**config.mk**
```make
export PLATFORM = sky130hd
export DESIGN_NAME = wb_stage
export DESIGN_NICKNAME = d
export VERILOG_FILES = /design/src/rtl/wb_stage.sv
export SDC_FILE = /design/constraint.sdc
export NUM_CORES = 1
export LEC_CHECK = 0
export BUFFER_PORTS_ARGS = -buffer_cell sky130_fd_sc_hd__buf_2
export CAP_MARGIN = 20
export CORE_ASPECT_RATIO = 1.25
export CORE_MARGIN = 3
export CORE_UTILIZATION = 49
export CTS_CLUSTER_SIZE = 8
export DETAILED_ROUTE_END_ITERATION = 6
export GPL_TIMING_DRIVEN = 0
export PLACE_DENSITY = 0.82
export SLEW_MARGIN = 15
export SYNTH_ARGS = -nofsm -noshare
export SYNTH_HDL_FRONTEND = slang
export SYNTH_SLANG_ARGS = --single-unit
```
**constraint.sdc**
```tcl
create_clock -name clk -period 2.4 [get_ports clk]
set_input_delay 0.36 -clock clk [delete_from_list [all_inputs] [get_ports clk]]
set_output_delay 0.36 -clock clk [all_outputs]
set_load 0.01 [all_outputs]
```
**src/rtl/wb_stage.sv**
```systemverilog
// wb_stage: pipeline writeback stage.
// Picks the register-file write data from ALU, PC+4 or load data and issues a
// registered rf_we/rf_wa/rf_wd write. It stalls execute (ex_ready = 0) while a
// load waits for its data-memory response.
// Optional feature macro: WB_LOAD_TIMEOUT_EN. When defined, a load waiting
// TIMEOUT cycles without dmem_rvalid is dropped and the sticky load_err is set.
module wb_stage #(
    parameter int TIMEOUT = 255,
    parameter int TW      = 8
) (
    input  logic        clk,
    input  logic        rst_n,
    input  logic        ex_valid,
    output logic        ex_ready,
    input  logic [4:0]  ex_rd,
    input  logic        ex_rd_we,
    input  logic [1:0]  ex_wb_sel,
    input  logic [2:0]  ex_funct3,
    input  logic [31:0] ex_alu,
    input  logic [31:0] ex_pc4,
    input  logic        dmem_rvalid,
    input  logic [31:0] dmem_rdata,
    output logic        rf_we,
    output logic [4:0]  rf_wa,
    output logic [31:0] rf_wd
`ifdef WB_LOAD_TIMEOUT_EN
    ,
    output logic        load_err
`endif
);

    // Catch a counter too narrow to ever reach TIMEOUT.
    if (TIMEOUT >= (2 ** TW)) begin : g_cfg_check
        $error("wb_stage: TW too small for TIMEOUT");
    end

    typedef enum logic {
        IDLE      = 1'b0,
        WAIT_LOAD = 1'b1
    } state_t;

    state_t      state_reg, state_next;

    // Load context captured at accept time; execute may move on afterwards.
    logic [4:0]  rd_reg;
    logic        rd_we_reg;
    logic [2:0]  funct3_reg;
    logic [1:0]  off_reg;

    logic        load_accept;
    logic        timeout_hit;
    logic        wr_next;
    logic [4:0]  wa_next;
    logic [31:0] wd_next;
    logic [31:0] load_data;
    logic [7:0]  byte_sel;
    logic [15:0] half_sel;
    logic [7:0]  rbyte [4];

    assign ex_ready    = (state_reg == IDLE);
    assign load_accept = ex_valid && ex_ready && (ex_wb_sel == 2'd2);

    genvar gi;
    generate
        for (gi = 0; gi < 4; gi++) begin : g_bytes
            assign rbyte[gi] = dmem_rdata[8*gi +: 8];
        end
    endgenerate

    assign byte_sel = rbyte[off_reg];
    assign half_sel = off_reg[1] ? dmem_rdata[31:16] : dmem_rdata[15:0];

    // Size/sign extraction of the returned word using the latched funct3/offset.
    always_comb begin
        load_data = dmem_rdata;
        case (funct3_reg)
            3'b000:  load_data = {{24{byte_sel[7]}}, byte_sel};
            3'b100:  load_data = {24'd0, byte_sel};
            3'b001:  load_data = {{16{half_sel[15]}}, half_sel};
            3'b101:  load_data = {16'd0, half_sel};
            default: load_data = dmem_rdata;
        endcase
    end

`ifdef WB_LOAD_TIMEOUT_EN
    logic [TW-1:0] cnt_reg;

    // The abort edge is the one where the counter would reach TIMEOUT.
    assign timeout_hit = (cnt_reg == TW'(TIMEOUT - 1));

    // Wait counter and sticky error flag; rvalid takes priority over abort.
    always_ff @(posedge clk or negedge rst_n) begin
        if (!rst_n) begin
            cnt_reg  <= '0;
            load_err <= 1'b0;
        end else if (load_accept) begin
            cnt_reg <= '0;
        end else if (state_reg == WAIT_LOAD && !dmem_rvalid) begin
            cnt_reg <= cnt_reg + 1'b1;
            if (timeout_hit) begin
                load_err <= 1'b1;
            end
        end
    end
`else
    assign timeout_hit = 1'b0;
`endif

    // Next state and next write; address/data hold when no write is issued.
    always_comb begin
        state_next = state_reg;
        wr_next    = 1'b0;
        wa_next    = rf_wa;
        wd_next    = rf_wd;
        case (state_reg)
            IDLE: begin
                if (ex_valid) begin
                    if (ex_wb_sel == 2'd2) begin
                        state_next = WAIT_LOAD;
                    end else if (ex_rd_we && ex_rd != 5'd0) begin
                        wr_next = 1'b1;
                        wa_next = ex_rd;
                        wd_next = (ex_wb_sel == 2'd1) ? ex_pc4 : ex_alu;
                    end
                end
            end
            WAIT_LOAD: begin
                if (dmem_rvalid) begin
                    state_next = IDLE;
                    if (rd_we_reg && rd_reg != 5'd0) begin
                        wr_next = 1'b1;
                        wa_next = rd_reg;
                        wd_next = load_data;
                    end
                end else if (timeout_hit) begin
                    state_next = IDLE;
                end
            end
            default: state_next = IDLE;
        endcase
    end

    // State register and registered write port.
    always_ff @(posedge clk or negedge rst_n) begin
        if (!rst_n) begin
            state_reg <= IDLE;
            rf_we     <= 1'b0;
            rf_wa     <= 5'd0;
            rf_wd     <= 32'd0;
        end else begin
            state_reg <= state_next;
            rf_we     <= wr_next;
            rf_wa     <= wa_next;
            rf_wd     <= wd_next;
        end
    end

    // Capture load context on accept.
    always_ff @(posedge clk or negedge rst_n) begin
        if (!rst_n) begin
            rd_reg     <= 5'd0;
            rd_we_reg  <= 1'b0;
            funct3_reg <= 3'd0;
            off_reg    <= 2'd0;
        end else if (load_accept) begin
            rd_reg     <= ex_rd;
            rd_we_reg  <= ex_rd_we;
            funct3_reg <= ex_funct3;
            off_reg    <= ex_alu[1:0];
        end
    end

endmodule

```
* Word level (Yosys, flattened, before mapping)
Index checks and enable logic that the tools add are counted.
** Word-level totals
- Flip-flop bits (word level) :: 50
- Input port bits :: 111
- Output and inout port bits :: 39
- Word-level logic and storage cells :: 57
** Cells by class
- Magnitude comparators :: 1
- Equal/unequal tests :: 10
- Mux-type cells :: 28
- Bitwise operators :: 2
- Reduce and logical (&&, ||, !) cells :: 8
** Operators with widths (count)
- $mux W32 :: 6
- $pmux W32 S4 :: 1
- $pmux W32 S2 :: 1
- $mux W5 :: 5
- $bmux W8 S2 :: 1
- $mux W16 :: 1
- $mux W8 :: 2
- $pmux W5 S2 :: 1
- $reduce_bool A5 Y1 :: 2
- $mux W1 :: 8
- $eq A3 B3 Y1 const B :: 2
- $ne A2 B2 Y1 const B :: 3
- $reduce_and A5 Y1 :: 1
- $logic_and A1 B1 Y1 :: 4
- $ne A2 B1 Y1 const B :: 2
- $pmux W1 S2 :: 2
- $eq A3 B1 Y1 const B :: 1
- $ge A3 B3 Y1 const B :: 1
- $logic_not A3 Y1 :: 1
- $not A2 Y3 :: 1
- $eq A2 B1 Y1 const B :: 1
- $eq A2 B2 Y1 const B :: 1
- $not A1 Y1 :: 1

* Logic depth before layout (Yosys ltp)
Gate-level depths: netlist (run 1).
- Depth in word-level cells :: 8
- Gate-level depth with buffers :: 7
- Depth with buffers taken out :: 5

* Least setup slack after synthesis (run 1)
Ideal clock, no wire load.
- Kind :: input-to-reg
- Start point :: in ex_rd[0]
- End point :: reg rf_wd[10]
- Data arrival time :: 1685 ps
- Path slack :: 646 ps
- Stages on the path :: 5
- Path through :: or4_4 o2111a_1 buf_6 mux2_4 nand3_1
** On the way
- Word-level cells in the longest chain between the ends :: 4
** Ends and longest elaborated chain
- start: declaration :: RTL line 15 : input logic [4:0] ex_rd,
- $reduce_bool A5 Y1 :: RTL line 120 : end else if (ex_rd_we && ex_rd != 5'd0) begin
- $logic_and A1 B1 Y1 :: RTL line 120
- $ne A2 B1 Y1 (no line)
- $reduce_and A5 Y1 (no line)
- end signal: assignment :: RTL line 154 : rf_wd <= wd_next;
- end: declaration :: RTL line 25 : output logic [31:0] rf_wd
Every way passes these cells.
A chain may end at the register's enable or synchronous reset.

* Final worst setup path (run 1)
- Start point :: reg rd_reg[2]
- End point :: reg rf_wd[2]
** On the way
- Word-level cells in the longest chain between the ends :: 4
** Ends and longest elaborated chain
- start: declaration :: RTL line 45 : logic [4:0] rd_reg;
- start signal: assignment :: RTL line 166 : rd_reg <= ex_rd;
- $reduce_bool A5 Y1 :: RTL line 130 : if (rd_we_reg && rd_reg != 5'd0) begin
- $logic_and A1 B1 Y1 :: RTL line 130
- $ne A2 B1 Y1 (no line)
- $reduce_and A5 Y1 (no line)
Every way passes these cells.

==> results of run 1 <==
-- placed cells by master, fill, tap and decap left out, drive strengths merged, types with 3 or more instances in the layout --
cell type  netlist  routed
nand3b           4       4
mux2i           24      24
and3            19      19
o2111ai          5       5
nand2           85      85
dfrtp           50      50
a221oi           3       3
o21ai           14      14
a22oi            6       6
nor3b            7       7
inv              6       6
o31ai           20      20
a31oi           20      20
nand3           45      45
mux2            18      18
a21oi           14      14
nor3             7       7
nand2b           3       3
or3              3       3
buf             13     162
nor2b            6       6
clkbuf          25      30
-- cell type report --
class	instances	area (sq um)
inverter	6	22.5
fill	619	2310
clock buffer	5	68.8
clock inverter	3	21.3
tap	87	109
multi-input combinational	324	2080
buffer	38	163
timing repair buffer	149	748
sequential	50	1250
-- worst paths after layout --
path	to	slack (ns)
min in group clk	state_reg$_DFF_PN0_	0.24
setup reg to reg	rf_wd[2]$_DFFE_PN0P_	0.25
hold / removal	rf_wd[10]$_DFFE_PN0P_	0.07
hold reg to reg	rf_wd[28]$_DFFE_PN0P_	0.50
max in group asynchronous	rf_wd[14]$_DFFE_PN0P_	1.90
setup / recovery	rf_wd[2]$_DFFE_PN0P_	0.25
-- through the flow --
stage	total power [mW]	hold WS, ns
detailed placement	2.79	0.485
floorplan	2.22	0.0644
global route	3.54	0.107
CTS	3.30	0.231
global placement	2.74	0.480
finish	3.30	0.0689
-- kinds of logic after synthesis --
kind of cell	synth area share, %
multiplexers	13.9
flip-flops	35.7
buffers and inverters	5.28
AND/OR/NAND/NOR	26.6
AO/OA/AOI/OAI	18.5
-- metal layers --
| metal | up-vias | GRT usage, % |
|---|---|---|
| li1 | 1848 | - |
| met5 | - | 0 |
| met3 | 22 | 3.40 |
| met2 | 187 | 50.5 |
| met4 | 0 | 7.42 |
| met1 | 1757 | 34.0 |
-- report_power, final --
group / total, mW / internal (mW) / switching (mW) / leakage [nW]
sequential: 1.26 / 1.10 / 0.157 / 0.607
clock: 0.510 / 0.206 / 0.304 / 0.0441
combinational: 1.54 / 0.684 / 0.851 / 1.47
total: 3.30 / 1.99 / 1.31 / 2.12
-- timing repair --
action,CTS,global route
setup buffers,0,0
endpoints found under the hold margin,0,0
resized for setup,0,1
setup endpoints to repair,0,2
==> results_dict.tcl, run 1 <==
set metrics [dict create \
    ir_drop_mv 0.429 \
    post_dp_cell_area_sq_um 4360 \
    area_growth_syn_to_layout_pct 27.2 \
    crit_arrival_ns 2.37 \
    reg2regPathDepth 6 \
    cts-htree-levels 2 \
    routed_wl_um 11600 \
    timing.rr.start "rd_reg[2]$_DFFE_PN0P_" \
    synth_fp_nets 529 \
    insertion_delay_ns 0.31 \
    slew_headroom_pct 54.1 \
    clk_pin_slew_ns 0.10 \
    period_share_pct 89.5 \
    synth.distinct_cells 46 \
    start_kind "flop" \
    wl_per_cell_um 17.5 \
    gp_congestion 0.968 \
    synth-edff-count 0 \
    synth_area_sq_um 3510 \
    cts_hold_buf 0 \
    wl_met2_um 6060 \
    drv_slew 0 \
    crit_buf_inv 2 \
    antenna_found_initial 0 \
    chipHeight_um 101 \
    path_cells "nor3_4 -> a21o_1 -> clkbuf_1 -> clkbuf_1 -> nand3_1 -> o31ai_1" \
    grt_usage_pct 27.8 \
    ys_top_cells_by_area "dfrtp_1 (36%), nand2_1 (9.1%), mux2i_1 (6.8%), nand3_1 (6.4%), o31ai_1 (4.3%)" \
    critPathLaunch "rd_reg[2]$_DFFE_PN0P_" \
    synth_area_per_cell_sq_um 8.39 \
    cap_viol_max_count 0 \
    dieArea_sq_um 8220 \
    grt_pass1_vias 3596 \
    grt_max_degree 51 \
    root_buffer "clkbuf_8" \
    worst_pin_slew_ns 0.688 \
    rows 33 \
    criticalPathCategory "flop to flop" \
    max_stage_delay_ns 0.43 \
    drtPass1Iterations 6 \
    critical-path-top-delay-family "buffers and inverters" \
    cpMostUsedCell "clkbuf_1" \
    async_reset_ff_share_pct 100 \
    highest_layer "met4" \
    synth_seq_cells 50 \
    required_ns 2.62 \
    yosysSeqAreaShare_pct 35.7 \
    p_per_area_nw_per_um2 740 \
    drt_iter0_drc 341 \
    die_w_um 81.7 \
    yosys_warnings 0 \
    setup_viol 0 \
    via_count 3814 \
    ant_nets 0 \
    setup_tns_ns 0 \
    synth_cells 418 \
    cts_sinks 50 \
    synth.most_common_cell "nand2_1" \
    grt_setup_unrepaired "no" \
    io_pins 150 \
    p_leak_nw 2.12 \
    route.detailed.drc 0 \
    dp_hpwl_um 9240 \
    synth-main-ff-cell "dfrtp_1" \
    slowest_stage "dfrtp_1" \
    initial_core_util_pct 51.8 \
    fin_nets 685 \
    setup_ws_ns 0.251 \
    postLayoutCoreUtil_pct 65.9 \
    largest_register_ffs 32 \
    status "finished clean" \
    crit_cells 6 \
    finalNonFillerCells 662 \
    max_freq_mhz 465 \
    min_period_ns 2.15 \
    grt_overflow 0 \
    cp_max_fo 10 \
    antenna_cells 0 \
    hold_path_class "input pin to async pin" \
    via_per_inst 5.76 \
    wl_met3_um 942 \
    critical_path.endpoint_type "flop" \
    wl_met1_um 4380 \
    finalClockSkew_ns 0.00888 \
    hold_viol 0 \
    yosys-top-cells-count "nand2_1 (85), dfrtp_1 (50), nand3_1 (45)" \
    clk_path_buf_depth 2 \
    synth_top_area_cell "dfrtp_1" \
    synth_top_area_share_pct 35.7 \
    core_area_sq_um 6770 \
    io_buffers 149 \
    final_area_sq_um 4460 \
    cts_buffers 5 \
    post-place-ws_ns 0.195 \
    tritoncts "done" \
    grt_pass1_wl_um 17700 \
    dp.cells 654 \
    final_layout_size_suffix_gt1_share_pct 33.7 \
]
Power figures use the tool's default switching activity.
==> run 2, diff against run 1 <==
- ABC_AREA: unset -> 1
==> results_dict.tcl, run 2 <==
set metrics [dict create \
    status "finished clean" \
    initial_core_util_pct 52.0 \
    root_buffer "clkbuf_8" \
    ant_nets 0 \
    largest_register_ffs 32 \
    finalClockSkew_ns 0.00865 \
    hold_path_class "input pin to async pin" \
    synth_cells 540 \
    grt_setup_unrepaired "no" \
    io_buffers 149 \
    async_reset_ff_share_pct 100 \
    clk_pin_slew_ns 0.11 \
    min_period_ns 2.05 \
    clk_path_buf_depth 2 \
    cap_viol_max_count 0 \
    p_switching_mw 1.22 \
    layout_common_cells "nand2_1 (181), buf_2 (159), nand3_1 (66), nor2_1 (53)" \
    dp_hpwl_um 9080 \
    clockPowerShare_pct 18.2 \
    worst_pin_slew_ns 0.645 \
    drtPass1Iterations 5 \
    yosysSeqAreaShare_pct 35.5 \
    layout_commonest_cell "nand2_1" \
    slew_headroom_pct 57.0 \
    cp_max_fo 10 \
    critical_path.endpoint_type "output port" \
    yosys-top-cells-count "nand2_1 (181), nand3_1 (66), nor2_1 (53)" \
    synth-edff-count 0 \
    chipHeight_um 101 \
    crit_arrival_ns 1.69 \
    area_growth_syn_to_layout_pct 27.0 \
    start_kind "flop" \
    p_seq_share_pct 40.5 \
    antenna_found_initial 0 \
    gp_congestion 0.934 \
    post_dp_cell_area_sq_um 4380 \
    setup_viol 0 \
    dieArea_sq_um 8250 \
    io_pins 150 \
    cts-htree-levels 2 \
    final_area_sq_um 4470 \
    cts_buffers 5 \
    cts_hold_buf 0 \
    core_area_sq_um 6770 \
    die_w_um 81.8 \
    max_freq_mhz 488 \
    drv_slew 0 \
    final_layout_size_suffix_gt1_share_pct 30.3 \
    fin_nets 807 \
    combPwrFrac_pct 41.4 \
    antenna_cells 0 \
    grt_overflow 0 \
    ys_top_cells_by_area "dfrtp_1 (36%), nand2_1 (19%), nand3_1 (9.4%), a21oi_1 (7.1%), nor2_1 (5.6%)" \
    criticalPathCategory "flop to output port" \
    yosys_warnings 0 \
    p_per_area_nw_per_um2 673 \
    synth_area_sq_um 3520 \
    insertion_delay_ns 0.31 \
    p_leak_nw 2.53 \
    synth.distinct_cells 29 \
    synth_area_per_cell_sq_um 6.52 \
    period_share_pct 85.3 \
    synth_top_area_share_pct 35.5 \
    cts_sinks 50 \
    grt_max_degree 51 \
    grt_pass1_wl_um 18300 \
    synth_top_area_cell "dfrtp_1" \
    p_int_mw 1.79 \
    cts-resized-gates 0 \
    required_ns 2.04 \
    setup_tns_ns 0 \
    post_cts_buffers 0 \
    synth_seq_cells 50 \
    route.detailed.drc 0 \
    ir_drop_mv 0.438 \
    grt_usage_pct 28.2 \
    drt_iter0_drc 278 \
    via_count 4092 \
    grt_pass1_vias 3946 \
    routed_wl_um 11600 \
    sw_frac_of_total_pct 40.6 \
    via_per_inst 5.22 \
    rows 33 \
    tritoncts "done" \
    wl_per_cell_um 14.7 \
    synth-main-ff-cell "dfrtp_1" \
    hold_viol 0 \
    synth.most_common_cell "nand2_1" \
    synth_fp_nets 651 \
    reg2regPathDepth 9 \
]
-- run 2: cells by family after synthesis --
group | Yosys count | share of synthesized area (%)
compound gates | 85 | 13.0
flops | 50 | 35.5
buf+inv | 76 | 9.88
mux | 2 | 0.639
simple gates | 327 | 41.0
-- run 2: path summary, 6_finish.rpt --
path | end | slack, ns | start
worst max-delay path | ex_ready | 0.35 | state_reg$_DFF_PN0_
worst max register to register | rf_wd[27]$_DFFE_PN0P_ | 0.66 | state_reg$_DFF_PN0_
worst min register to register | rf_wd[29]$_DFFE_PN0P_ | 0.49 | rf_wd[29]$_DFFE_PN0P_
worst min-delay path | rf_wd[0]$_DFFE_PN0P_ | 0.06 | rst_n
min in group clk | state_reg$_DFF_PN0_ | 0.24 | dmem_rvalid
max in group asynchronous | rf_wd[17]$_DFFE_PN0P_ | 1.90 | rst_n
-- run 2: layer usage --
metal,global-route usage [%],vias up,share of wire [%]
li1,-,2042,-
met1,34.6,1904,41
met2,49.5,128,51
met3,4.56,18,5.5
met4,9.34,0,1.9
met5,0,-,0
-- run 2: final cells by class --
type,count,area (sq um)
timing repair buffer,149,748
clock inverter,3,26.3
sequential,50,1250
inverter,45,169
clock buffer,5,68.8
buffer,31,179
tap,87,109
fill,671,2300
multi-input combinational,414,1920
-- run 2: power groups by stage --
stage / registers (mW) / logic [mW] / clock network [mW]
global route: 1.25 / 1.40 / 0.586
finish: 1.22 / 1.25 / 0.547
CTS: 1.22 / 1.25 / 0.553
global placement: 1.22 / 1.23 / 0
detailed placement: 1.23 / 1.25 / 0
floorplan: 1.31 / 0.664 / 0
-- run 2: critical path, stage by stage (launching register included) --
cell and delay [ns]:
dfrtp_1 0.50, inv_2 0.11, buf_4 0.19, clkbuf_1 0.37, buf_2 0.21
-- run 2: through the flow --
step	utilization (%)	cells	worst slack (ns)	power, mW	hold WS (ns)
final	66.1	784	0.352	3.01	0.0619
after global routing	66.1	784	0.252	3.23	0.103
after CTS	66.0	784	0.343	3.02	0.235
after detailed placement	64.6	776	0.687	2.48	0.460
after global placement	64.6	776	0.710	2.45	0.462
after floorplan	-	540	1.08	1.98	0.0644
==> run 3, diff against run 2 <==
- CORE_UTILIZATION: 49 -> 25
- MAX_ROUTING_LAYER: unset -> met4
- PLACE_DENSITY: 0.82 -> unset
==> results_dict.tcl, run 3 (synthesis results as in run 2) <==
set metrics [dict create \
    status "finished clean" \
    die_w_um 112 \
    ant_nets 0 \
    initial_core_util_pct 26.0 \
    dieArea_sq_um 15600 \
    io_buffers 149 \
    crit_arrival_ns 1.72 \
    cts_hold_buf 0 \
    rows 47 \
    cap_viol_max_count 0 \
    setup_viol 0 \
    route.detailed.drc 0 \
    insertion_delay_ns 0.30 \
    layout_common_cells "nand2_1 (181), buf_2 (159), nand3_1 (66), nor2_1 (53)" \
    finalClockSkew_ns 0.00950 \
    dp_hpwl_um 10700 \
    layout_commonest_cell "nand2_1" \
    max_freq_mhz 481 \
    final_area_sq_um 4690 \
    fin_nets 807 \
    clockPowerShare_pct 28.1 \
    period_share_pct 86.6 \
    p_switching_mw 1.24 \
    area_growth_syn_to_layout_pct 33.3 \
    p_seq_share_pct 35.3 \
    io_pins 150 \
    routed_wl_um 13400 \
    critical_path.endpoint_type "output port" \
    p_leak_nw 2.57 \
    grt_max_degree 51 \
    combPwrFrac_pct 36.6 \
    required_ns 2.04 \
    cts_sinks 50 \
    root_buffer "clkbuf_16" \
    cp_max_fo 10 \
    grt_overflow 0 \
    hold_viol 0 \
    drt_iter0_drc 203 \
    worst_pin_slew_ns 0.676 \
    antenna_found_initial 4 \
    p_int_mw 2.20 \
    setup_tns_ns 0 \
    reg2regPathDepth 9 \
    core_area_sq_um 13500 \
    wl_per_cell_um 15.3 \
    start_kind "flop" \
    clk_pin_slew_ns 0.07 \
    tritoncts "done" \
    final_layout_size_suffix_gt1_share_pct 30.3 \
    cts-htree-levels 2 \
    hold_path_class "input pin to async pin" \
    gp_congestion 0.898 \
    chipHeight_um 139 \
    grt_pass1_wl_um 20900 \
    grt_setup_unrepaired "no" \
    drtPass1Iterations 4 \
    slew_headroom_pct 54.9 \
    min_period_ns 2.08 \
    post_dp_cell_area_sq_um 4480 \
    grt_usage_pct 17.4 \
    grt_pass1_vias 4045 \
    post_cts_buffers 0 \
    drv_slew 0 \
    largest_register_ffs 32 \
    cts-resized-gates 0 \
    ir_drop_mv 0.396 \
    via_count 3986 \
    sw_frac_of_total_pct 36.1 \
    criticalPathCategory "flop to output port" \
    clk_path_buf_depth 2 \
    p_per_area_nw_per_um2 734 \
    finalPower_mw 3.44 \
    via_per_inst 4.57 \
    cts_buffers 5 \
]
==> run 3: layout make-up <==
cell class,instances,area (sq um)
fill,1568,8830
inverter,45,169
buffer,31,179
clock inverter,2,60.1
multi-input combinational,414,1920
antenna,4,10.0
timing repair buffer,149,748
tap,171,214
sequential,50,1250
clock buffer,6,139
==> run 3: metal layers <==
layer  wire length (um)  global-route usage (%)  vias to the layer above  share of wire, %
met3                672                    3.32                       18               5.0
li1                   -                       -                     2044                 -
met4                258                    5.32                        0               1.9
met5                  0                       -                        -                 0
met1               5740                    20.8                     1813                43
met2               6680                    29.7                      111                50
==> run 3: worst max-delay path, cell delays in order (launching register included) <==
cell      delay, ns
dfrtp_1        0.49
inv_2          0.10
buf_4          0.18
clkbuf_1       0.41
buf_2          0.22
==> run 3: power groups by stage <==
stage          logic, mW  clock network, mW  registers [mW]
4_1_cts             1.28              0.984            1.22
5_1_grt             1.43               1.01            1.25
3_3_place_gp        1.26                  0            1.23
6_report            1.26              0.966            1.22
3_5_place_dp        1.28                  0            1.23
2_1_floorplan      0.664                  0            1.31
==> run 3: per-stage QoR <==
step | setup WS [ns] | instances | utilization (%) | hold WS, ns
2_1_floorplan | 1.08 | 540 | - | 0.0644
3_3_place_gp | 0.591 | 860 | 33.1 | 0.458
3_5_place_dp | 0.598 | 860 | 33.2 | 0.448
4_1_cts | 0.261 | 868 | 34.6 | 0.126
5_1_grt | 0.214 | 872 | 34.7 | 0.148
6_report | 0.321 | 872 | 34.7 | 0.0843
==> run 3: worst paths after layout <==
check	from	to	slack [ns]
max	state_reg$_DFF_PN0_	ex_ready	0.32
min	rst_n	rf_wa[4]$_DFFE_PN0P_	0.08
max reg2reg	state_reg$_DFF_PN0_	rf_wd[22]$_DFFE_PN0P_	0.65
min reg2reg	rf_wd[6]$_DFFE_PN0P_	rf_wd[6]$_DFFE_PN0P_	0.47
max in group asynchronous	rst_n	rf_wd[12]$_DFFE_PN0P_	1.84
min in group clk	dmem_rvalid	state_reg$_DFF_PN0_	0.25
